## config.mk

```make
export PLATFORM = sky130hd
export DESIGN_NAME = pid_motion_cntrl
export DESIGN_NICKNAME = d
export VERILOG_FILES = /design/src/rtl/pid_motion_cntrl.sv
export SDC_FILE = /design/constraint.sdc
export NUM_CORES = 1
export LEC_CHECK = 0
export ABC_AREA = 1
export CAP_MARGIN = 10
export CORE_MARGIN = 4
export CORE_UTILIZATION = 40
export DETAILED_ROUTE_END_ITERATION = 7
export MAX_ROUTING_LAYER = met4
export PLACE_DENSITY = 0.62
export SLEW_MARGIN = 15
export SYNTH_ARGS = -nofsm -noshare
export SYNTH_HDL_FRONTEND = slang
export SYNTH_SLANG_ARGS = --single-unit
export TNS_END_PERCENT = 30
```

## constraint.sdc

```tcl
create_clock -name clk -period 4.2 [get_ports clk]
set_clock_uncertainty 0.1 [all_clocks]
set_input_delay 0.84 -clock clk [delete_from_list [all_inputs] [get_ports clk]]
set_output_delay 0.84 -clock clk [all_outputs]
set_load 0.01 [all_outputs]
```

## src/rtl/pid_motion_cntrl.sv

```systemverilog
// Line-following motion controller. Scans NUM_PAIRS IR sensor pairs through
// an external A2D, forms a position error and runs a PID loop. The loop
// drives a slowly ramping forward term split into left/right motor commands.
//
// state  | meaning
// -------+-----------------------------------------------------------
// IDLE   | stopped; waits for go
// SETTLE | emitters settle before the first conversion of a scan
// CNV_R  | waiting for the right-sensor conversion of pair k
// GAP    | inter-conversion wait before the next start pulse
// CNV_L  | waiting for the left-sensor conversion of pair k
// ERR    | register saturated error and its derivative
// INTG   | decimated integral update and forward ramp
// COMP   | P, I and D terms
// OUT    | motor commands
module pid_motion_cntrl #(
  parameter int          NUM_PAIRS  = 3,
  parameter int          SETTLE_CYC = 4096,
  parameter int          PAIR_CYC   = 32,
  parameter logic [7:0]  KP         = 8'h36,
  parameter logic [7:0]  KI         = 8'h50,
  parameter logic [7:0]  KD         = 8'h00,
  parameter int          INT_DEC    = 4,
  parameter logic [11:0] FWD_MAX    = 12'h700
) (
  input  logic                 clk,
  input  logic                 rst,
  input  logic                 go,
  input  logic                 d_en,
  input  logic                 cnv_cmplt,
  input  logic [11:0]          A2D_res,
  output logic                 strt_cnv,
  output logic [2:0]           chnnl,
  output logic [NUM_PAIRS-1:0] ir_en,
  output logic [7:0]           LEDs,
  output logic [10:0]          lft,
  output logic [10:0]          rht,
  output logic                 busy
);

  typedef enum logic [3:0] {
    IDLE, SETTLE, CNV_R, CNV_L, GAP, ERR, INTG, COMP, OUT
  } state_t;

  localparam logic [15:0]          SETTLE_LD = 16'(SETTLE_CYC - 1);
  localparam logic [15:0]          PAIR_LD   = 16'(PAIR_CYC - 1);
  localparam logic [15:0]          DEC_LAST  = 16'(INT_DEC - 1);
  localparam logic [1:0]           K_LAST    = 2'(NUM_PAIRS - 1);
  localparam logic [NUM_PAIRS-1:0] IR_ONE    = NUM_PAIRS'(1);

  state_t state, state_nxt;
  logic   strt_c, scan_c;

  logic [15:0]        timer;
  logic [1:0]         k;
  logic               side;       // 0: next/current conversion is right sensor
  logic signed [15:0] acc;
  logic signed [11:0] error, error_prev, derr, intgrl;
  logic [11:0]        fwd;
  logic [15:0]        dec_cnt;
  logic signed [11:0] pcomp, icomp, dcomp;
  logic signed [11:0] lft_reg, rht_reg;

  function automatic logic signed [11:0] sat12(input logic signed [19:0] v);
    if (v > 20'sd2047)
      return 12'sh7FF;
    else if (v < -20'sd2048)
      return 12'sh800;
    else
      return v[11:0];
  endfunction

  function automatic logic signed [15:0] sx12(input logic signed [11:0] v);
    return {{4{v[11]}}, v};
  endfunction

  function automatic logic signed [19:0] sx16(input logic signed [15:0] v);
    return {{4{v[15]}}, v};
  endfunction

  function automatic logic signed [19:0] sx12w(input logic signed [11:0] v);
    return {{8{v[11]}}, v};
  endfunction

  logic               timer_tc, last_pair;
  logic signed [15:0] a2d_shft;
  logic signed [11:0] err_new, derr_new;
  logic signed [15:0] intg_sum;
  logic signed [19:0] p_prod, i_prod, d_prod;
  logic signed [15:0] fwd_s, pid_sum;
  logic signed [11:0] lft_new, rht_new;

  assign timer_tc  = (timer == 16'd0);
  assign last_pair = (k == K_LAST);
  // Pair k carries binary weight 2^k so outer sensors pull harder.
  assign a2d_shft  = $signed({4'd0, A2D_res} << k);
  assign err_new   = sat12(sx16(acc));
  assign derr_new  = sat12(sx16(sx12(err_new) - sx12(error_prev)));
  assign intg_sum  = sx12(intgrl) + (sx12(error) >>> 4);
  assign p_prod    = sx12w(error)  * $signed({12'd0, KP});
  assign i_prod    = sx12w(intgrl) * $signed({12'd0, KI});
  assign d_prod    = sx12w(derr)   * $signed({12'd0, KD});
  assign fwd_s     = $signed({4'd0, fwd});
  assign pid_sum   = sx12(pcomp) + sx12(icomp) + sx12(dcomp);
  assign lft_new   = sat12(sx16(fwd_s + pid_sum));
  assign rht_new   = sat12(sx16(fwd_s - pid_sum));

  // State register.
  always_ff @(posedge clk) begin
    if (rst)
      state <= IDLE;
    else
      state <= state_nxt;
  end

  // Next-state decode and start-pulse/scan decode; dropping go aborts from anywhere.
  always_comb begin
    state_nxt = state;
    strt_c    = 1'b0;
    scan_c    = 1'b0;
    case (state)
      IDLE:   state_nxt = SETTLE;
      SETTLE: begin
        scan_c = 1'b1;
        if (timer_tc) begin
          strt_c    = 1'b1;
          state_nxt = CNV_R;
        end
      end
      CNV_R: begin
        scan_c = 1'b1;
        if (cnv_cmplt) state_nxt = GAP;
      end
      GAP: begin
        scan_c = 1'b1;
        if (timer_tc) begin
          strt_c    = 1'b1;
          state_nxt = side ? CNV_L : CNV_R;
        end
      end
      CNV_L: begin
        scan_c = 1'b1;
        if (cnv_cmplt) state_nxt = last_pair ? ERR : GAP;
      end
      ERR:     state_nxt = INTG;
      INTG:    state_nxt = COMP;
      COMP:    state_nxt = OUT;
      OUT:     state_nxt = SETTLE;
      default: state_nxt = IDLE;
    endcase
    if (!go) begin
      state_nxt = IDLE;
      strt_c    = 1'b0;
    end
  end

  // Scan timing, error accumulation and PID datapath.
  always_ff @(posedge clk) begin
    if (rst) begin
      timer      <= '0;
      k          <= '0;
      side       <= 1'b0;
      acc        <= '0;
      error      <= '0;
      error_prev <= '0;
      derr       <= '0;
      intgrl     <= '0;
      fwd        <= '0;
      dec_cnt    <= '0;
      pcomp      <= '0;
      icomp      <= '0;
      dcomp      <= '0;
      lft_reg    <= '0;
      rht_reg    <= '0;
    end else if (!go) begin
      // Abort: motors stop and the ramp restarts, loop history is kept.
      timer   <= '0;
      k       <= '0;
      side    <= 1'b0;
      acc     <= '0;
      fwd     <= '0;
      lft_reg <= '0;
      rht_reg <= '0;
    end else begin
      case (state)
        IDLE, OUT: begin
          timer <= SETTLE_LD;
          k     <= '0;
          side  <= 1'b0;
          acc   <= '0;
          if (state == OUT) begin
            lft_reg <= lft_new;
            rht_reg <= rht_new;
          end
        end
        SETTLE, GAP: begin
          if (!timer_tc) timer <= timer - 16'd1;
        end
        CNV_R: begin
          if (cnv_cmplt) begin
            acc   <= acc + a2d_shft;
            side  <= 1'b1;
            timer <= PAIR_LD;
          end
        end
        CNV_L: begin
          if (cnv_cmplt) begin
            acc <= acc - a2d_shft;
            if (!last_pair) begin
              k     <= k + 2'd1;
              side  <= 1'b0;
              timer <= PAIR_LD;
            end
          end
        end
        ERR: begin
          error      <= err_new;
          derr       <= derr_new;
          error_prev <= err_new;
        end
        INTG: begin
          if (dec_cnt == DEC_LAST) begin
            dec_cnt <= '0;
            intgrl  <= sat12(sx16(intg_sum));
            if (fwd < FWD_MAX) fwd <= fwd + 12'd1;
          end else begin
            dec_cnt <= dec_cnt + 16'd1;
          end
        end
        COMP: begin
          pcomp <= sat12(p_prod >>> 8);
          icomp <= sat12(i_prod >>> 8);
          dcomp <= d_en ? sat12(d_prod >>> 8) : 12'sd0;
        end
        default: ;
      endcase
    end
  end

  // Motor commands drop the LSB of the 12-bit result.
  logic unused_lsb;
  assign unused_lsb = ^{lft_reg[0], rht_reg[0]};

  assign strt_cnv = strt_c & ~rst;
  assign chnnl    = rst ? 3'd0 : {k, side};
  assign ir_en    = (scan_c && !rst) ? (IR_ONE << k) : '0;
  assign LEDs     = rst ? 8'd0 : error[11:4];
  assign lft      = rst ? 11'd0 : lft_reg[11:1];
  assign rht      = rst ? 11'd0 : rht_reg[11:1];
  assign busy     = (state != IDLE) && !rst;

endmodule

```

# After elaboration in Yosys (flattened, before gate mapping)
# Index checks and enable logic that the tools add are counted.
[op_classes] addsub=10 n_mul=2 n_lt_le_gt_ge=13 n_eq_ne=16 shift=2 mux=44 bitwise=3 n_reduce_logical=24
[ops] operator="$mux W12" n=12
[ops] operator="$mux W16" n=7
[ops] operator="$pmux W16 S4" n=1
[ops] operator="$pmux W16 S3" n=1
[ops] operator="$pmux W4 S8" n=1
[ops] operator="$gt A14 B12 Y1 const B" n=2
[ops] operator="$lt A14 B12 Y1 const B" n=2
[ops] operator="$mux W11" n=2
[ops] operator="$mul A12 B6 Y18 const B" n=1
[ops] operator="$add A16 B1 Y16 const B" n=1
[ops] operator="$add A16 B16 Y16" n=1
[ops] operator="$eq A16 B2 Y1 const B" n=1
[ops] operator="$eq A4 B3 Y1 const B" n=4
[ops] operator="$gt A16 B12 Y1 const B" n=1
[ops] operator="$logic_not A16 Y1" n=1
[ops] operator="$lt A16 B12 Y1 const B" n=1
[ops] operator="$mul A12 B4 Y16 const B" n=1
[ops] operator="$mux W4" n=4
[ops] operator="$shl A12 B2 Y16" n=1
[ops] operator="$sub A16 B1 Y16 const B" n=1
[ops] operator="$sub A16 B16 Y16" n=1
[ops] operator="$add A13 B13 Y14" n=1
[ops] operator="$sub A13 B13 Y14" n=1
[ops] operator="$add A12 B12 Y13" n=1
[ops] operator="other kinds (36)" n=64
[word_totals] register_bits=139 input_bits=17 output_inout_bits=38 elab_cells=127

# Longest topological paths before layout
# Gate-level depths: netlist (run 1).
[logic_depth] word_depth=5 mapped_depth=24 mapped_depth_nobuf=24

# Least setup slack after synthesis (run 1)
# No wires, ideal clock.
[synth_path] path_type="flip-flop to flip-flop" startpoint="register error[10]" endpoint="register pcomp[9]" setup_time_ps=117 t_arrival_ps=3059 required_ps=3983 slack_ps=924 stages_incl_launch_ff=16 n_path_buf=0 synth_period_minus_slack_ps=3276 cell_sequence="dfxtp_1 > inv_1 > ha_1 > inv_1 > fa_1 > inv_1 > fa_1 > inv_1 > ha_1 > a21o_1 > a221oi_1 > nand3_1 > nand2_1 > a21oi_1 > nor2_1 > nor2_1"
[synth_between] elab_chain_cells=4 word_cells_on_any_way=5 classes_between="1 x mul; 2 x order compare; 2 x mux"
[synth_lines] element="from (decl)" line="58" text="logic signed [11:0] error, error_prev, derr, intgrl;"
[synth_lines] element="from (signal assigned)" line="217" text="error <= err_new;"
[synth_lines] element="$mul A12 B6 Y18 *" line="100" text="assign p_prod = sx12w(error) * $signed({12'd0, KP});"
[synth_lines] element="$lt A11 B12 Y1" line="67" text="else if (v < -20'sd2048)"
[synth_lines] element="$mux W12" line="67"
[synth_lines] element="$mux W12 *" line="65" text="if (v > 20'sd2047)"
[synth_lines] element="to (signal assigned)" line="231" text="pcomp <= sat12(p_prod >>> 8);"
[synth_lines] element="to (decl)" line="61" text="logic signed [11:0] pcomp, icomp, dcomp;"
# Mark *: on every way between the ends. The rest lies on a longest branch, timed or not.
# A chain may end at the register's enable or synchronous reset.

# Worst setup path in the final report (run 1)
[layout_path] startpoint="register pcomp[0]" endpoint="register lft_reg[2]"
[layout_between] elab_chain_cells=5 word_cells_on_any_way=6 classes_between="2 x add/sub; 2 x order compare; 2 x mux"
[layout_lines] element="$add A12 B12 Y13 *" line="104" text="assign pid_sum = sx12(pcomp) + sx12(icomp) + sx12(dcomp);"
[layout_lines] element="$add A13 B13 Y14 *" line="105" text="assign lft_new = sat12(sx16(fwd_s + pid_sum));"
[layout_lines] element="$lt A14 B12 Y1" line="67"
[layout_lines] element="$mux W12" line="67"
[layout_lines] element="$mux W12 *" line="65"
[layout_lines] element="to (signal assigned)" line="192" text="lft_reg <= lft_new;"
[layout_lines] element="to (decl)" line="62" text="logic signed [11:0] lft_reg, rht_reg;"
# Marked as above.

==> flow_metrics.py, run 1 <==
metrics = {
    "floorplan": {
        "ios": 55,
        "coreArea_sq_um": 28900,
        "die_h_um": 180,
        "die_w_um": 180,
        "start_util": 0.409,
        "rows": 62,
        "fp.dieArea_sq_um": 32400,
    },
    "layout": {
        "area_growth_pct": 13.1,
        "drive_gt1_frac": 0.0533,
        "final_nets": 1991,
        "regArea_sq_um": 2740,
        "antenna_cells": 0,
        "multi_input_comb_area_sq_um": 7740,
        "fillers": 2991,
        "largestRegisters": "acc (16), dec_cnt (16), timer (16)",
    },
    "critical_path": {
        "critPathKind": "reg2reg",
        "ff2ff_setup_slack_ps": 390,
        "start_kind": "flop",
        "rr_worst_depth": 21,
        "cp_common_cell": "nand2_1",
        "path_cells": "ha_1, inv_1, fa_1, o21ai_2, nand2_1, nand2_1, nand2_1, nand2_1, xor2_1, inv_1, ha_1, inv_1, o21ai_0, nor2_1, nand3_1, a21oi_1, nand2_1, nand2_1, nand3_1, nand2_1, inv_1",
        "cp.required_ps": 4430,
        "arrival_ps": 4030,
        "reg2reg_from": "pcomp[0]",
        "end_kind": "flop",
        "slowest_delay_ps": 420,
        "crit_fanout": 10,
        "cp_slowest_cell": "fa_1",
        "reg2reg_to": "lft_reg[2]",
    },
    "sta": {
        "finalHoldViolCount": 0,
        "tns_ps": 0,
        "finalCritPeriodShare": 0.906,
        "worstMarginPinSlew_ps": 826,
        "hold_ws_ps": 372,
        "rsz0062_at_grt": "false",
        "max_slew_margin": 0.449,
        "final_max_slew_viol_count": 0,
        "finalCriticalPeriod_ps": 3810,
        "fmax_mhz": 263,
        "setup_violations": 0,
    },
    "global_route": {
        "grt_pass1_vias": 10700,
        "grt_overflow_total": 0,
        "grt_pass1_wl_mm": 49.8,
        "antenna_found_initial": 0,
        "grt_max_degree": 43,
        "grtUsageTotal": 0.183,
    },
    "synthesis": {
        "synth_edf_count": 0,
        "synth_warnings": 0,
        "yosysSeqAreaShare": 0.232,
        "synth_nets": 1943,
        "ys_seq_elements": 137,
        "syn_area_per_cell_sq_um": 6.65,
        "synth_cell_types": 51,
        "synth_ff_type": "dfxtp_1",
        "syn_inst": 1780,
        "synth_area_sq_um": 11800,
        "async_flop_share": 0,
    },
    "detailed_routing": {
        "dr_wl_met3_um": 824,
        "wl_per_cell_um": 12.9,
        "first_pass_iters": 7,
        "m1WireLength_mm": 14.0,
        "ant_nets": 0,
        "avgViaCountPerCell": 4.96,
        "dr_wl_met2_mm": 13.5,
        "dr.max_layer_used": "met4",
        "wl_mm": 28.7,
        "initialDrtViolationCount": 659,
        "vias": 11000,
        "drc": 0,
    },
    "cts": {
        "insertion_delay_ps": 430,
        "hold_buffers": 0,
        "clockBufferDepth": 2,
        "cts_buffers": 17,
        "htreeDepth": 4,
        "tritoncts": "done",
        "clkTransAtPathRegs_ps": 60,
        "cts.sinks": 137,
        "cts_root_buf": "clkbuf_16",
    },
    "status": {
        "status": "finished, final reports clean",
    },
    "place": {
        "io_buffers": 53,
        "place_congestion": 0.891,
        "dp_hpwl_mm": 22.3,
    },
    "min_path": {
        "min_to": "pcomp[10]",
        "hp-class": "reg2reg",
        "holdCritStartpoint": "pcomp[10]",
        "hold_depth": 2,
    },
    "power_and_ir_drop": {
        "p_leak_nw": 6.20,
        "p_per_area_nw_per_um2": 253,
        "vdd_drop_max_uv": 228,
    },
    "job": {
        "maxCapViolCount": 0,
    },
}
[per-layer routing]
| metal | track usage | vias up |
|---|---|---|
| li1 | - | 5890 |
| met1 | 0.237 | 4972 |
| met2 | 0.311 | 157 |
| met3 | 0.0226 | 19 |
| met4 | 0.0372 | 0 |
| met5 | - | - |
[worst max-delay path by stage]
| stage | end | cells past startpoint | from |
|---|---|---|---|
| 2_1_floorplan | pcomp[9] | 15 | error[10] |
| 3_3_place_gp | rht_reg[1] | 22 | pcomp[0] |
| 3_5_place_dp | rht_reg[8] | 22 | pcomp[0] |
| 4_1_cts | rht_reg[8] | 22 | pcomp[0] |
| 5_1_grt | lft_reg[2] | 21 | pcomp[0] |
| 6_report | lft_reg[2] | 21 | pcomp[0] |
[area by class of cell]
| type | count | area share |
|---|---|---|
| multi-input combinational | 1292 | 0.578 |
| clock buffer | 19 | 0.0338 |
| timing repair buffer | 66 | 0.0465 |
| sequential | 137 | 0.205 |
| inverter | 314 | 0.0882 |
| tap | 384 | 0.0359 |
| clock inverter | 12 | 0.0130 |
[cell usage in the layout (no fill, tap or decap), types with 43 or more instances in the layout]
cell             synthesis  final
dfxtp_1                137    137
nor3_1                  43     43
ha_1                   121    121
a21oi_1                172    172
clkdlybuf4s50_1          0     52
inv_1                  301    301
nand2_1                348    348
nand3_1                117    117
o21ai_0                111    111
xor2_1                  56     56
nor2_1                 152    149
[timing repair]
item / in CTS / in global routing
setup endpoints to repair: 0 / 10
endpoints found under the hold margin: 0 / 0
buffers inserted: 0 / 0
gates resized for setup: 0 / 2
[cell families (layout without fill, tap and decap cells)]
family	Yosys count	in the layout	synth area share
xor gates and xnor gates	70	70	0.0518
adders and majority gates	146	146	0.170
buffers and inverters	351	411	0.116
and+or+nand+nor	725	725	0.269
DFF	137	137	0.232
AOI/OAI and AO/OA	351	351	0.161
[synthesized netlist by cell type (9+ instances only)]
cell / count / area (sq um)
nand2_1: 348 / 1310
inv_1: 301 / 1130
a21oi_1: 172 / 861
nor2_1: 152 / 571
dfxtp_1: 137 / 2740
ha_1: 121 / 1510
nand3_1: 117 / 586
o21ai_0: 111 / 556
xor2_1: 56 / 490
nor3_1: 43 / 215
clkbuf_1: 25 / 93.8
fa_1: 25 / 500
nand4_1: 18 / 113
xnor2_1: 14 / 123
a31oi_1: 12 / 75.1
inv_2: 10 / 37.5
a21o_1: 9 / 67.6
[report_power, final]
group	switching, mW	leakage, nW	internal [mW]
Clock	0.605	0.297	1.02
Combinational	0.290	4.79	0.134
Sequential	0.0195	1.11	1.32
Total	0.915	6.20	2.48
[critical path: cells and delay by family, from the launching register on]
kind                       cells  cell delay, ps
buffers and inverters          4             330
AOI/OAI and AO/OA              3             530
xor gates and xnor gates       1             190
adders and majority gates      3             920
DFF                            1             340
and+or+nand+nor               10            1280
[metrics by stage]
stage / worst slack (ps) / power (mW) / instance area (sq um) / utilization / instances
2_1_floorplan: 924 / 1.70 / 11800 / - / 1780
3_3_place_gp: 256 / 1.79 / 12800 / 0.441 / 2193
3_5_place_dp: 211 / 1.79 / 12800 / 0.441 / 2193
4_1_cts: 202 / 3.43 / 13400 / 0.463 / 2224
5_1_grt: 37.5 / 3.54 / 13400 / 0.463 / 2224
6_report: 394 / 3.39 / 13400 / 0.463 / 2224
Note: power is estimated with default switching activity, not from simulation.
==> inputs of run 2 (changes only) <==
--- a/config.mk
+++ b/config.mk
@@ -9,6 +9,7 @@
 export CAP_MARGIN = 10
 export CORE_MARGIN = 4
 export CORE_UTILIZATION = 40
+export CTS_CLUSTER_DIAMETER = 50
 export DETAILED_ROUTE_END_ITERATION = 7
 export MAX_ROUTING_LAYER = met4
 export PLACE_DENSITY = 0.62
==> results of run 2 <==
The final DEF is identical to that of run 1; final timing and power are the same.
==> inputs of run 3 (changes only) <==
--- a/config.mk
+++ b/config.mk
@@ -11,6 +11,7 @@
 export CORE_UTILIZATION = 40
 export CTS_CLUSTER_DIAMETER = 50
 export DETAILED_ROUTE_END_ITERATION = 7
+export HOLD_SLACK_MARGIN = 0.02
 export MAX_ROUTING_LAYER = met4
 export PLACE_DENSITY = 0.62
 export SLEW_MARGIN = 15
==> results of run 3 <==
The final DEF is identical to that of run 1; final timing and power are the same.
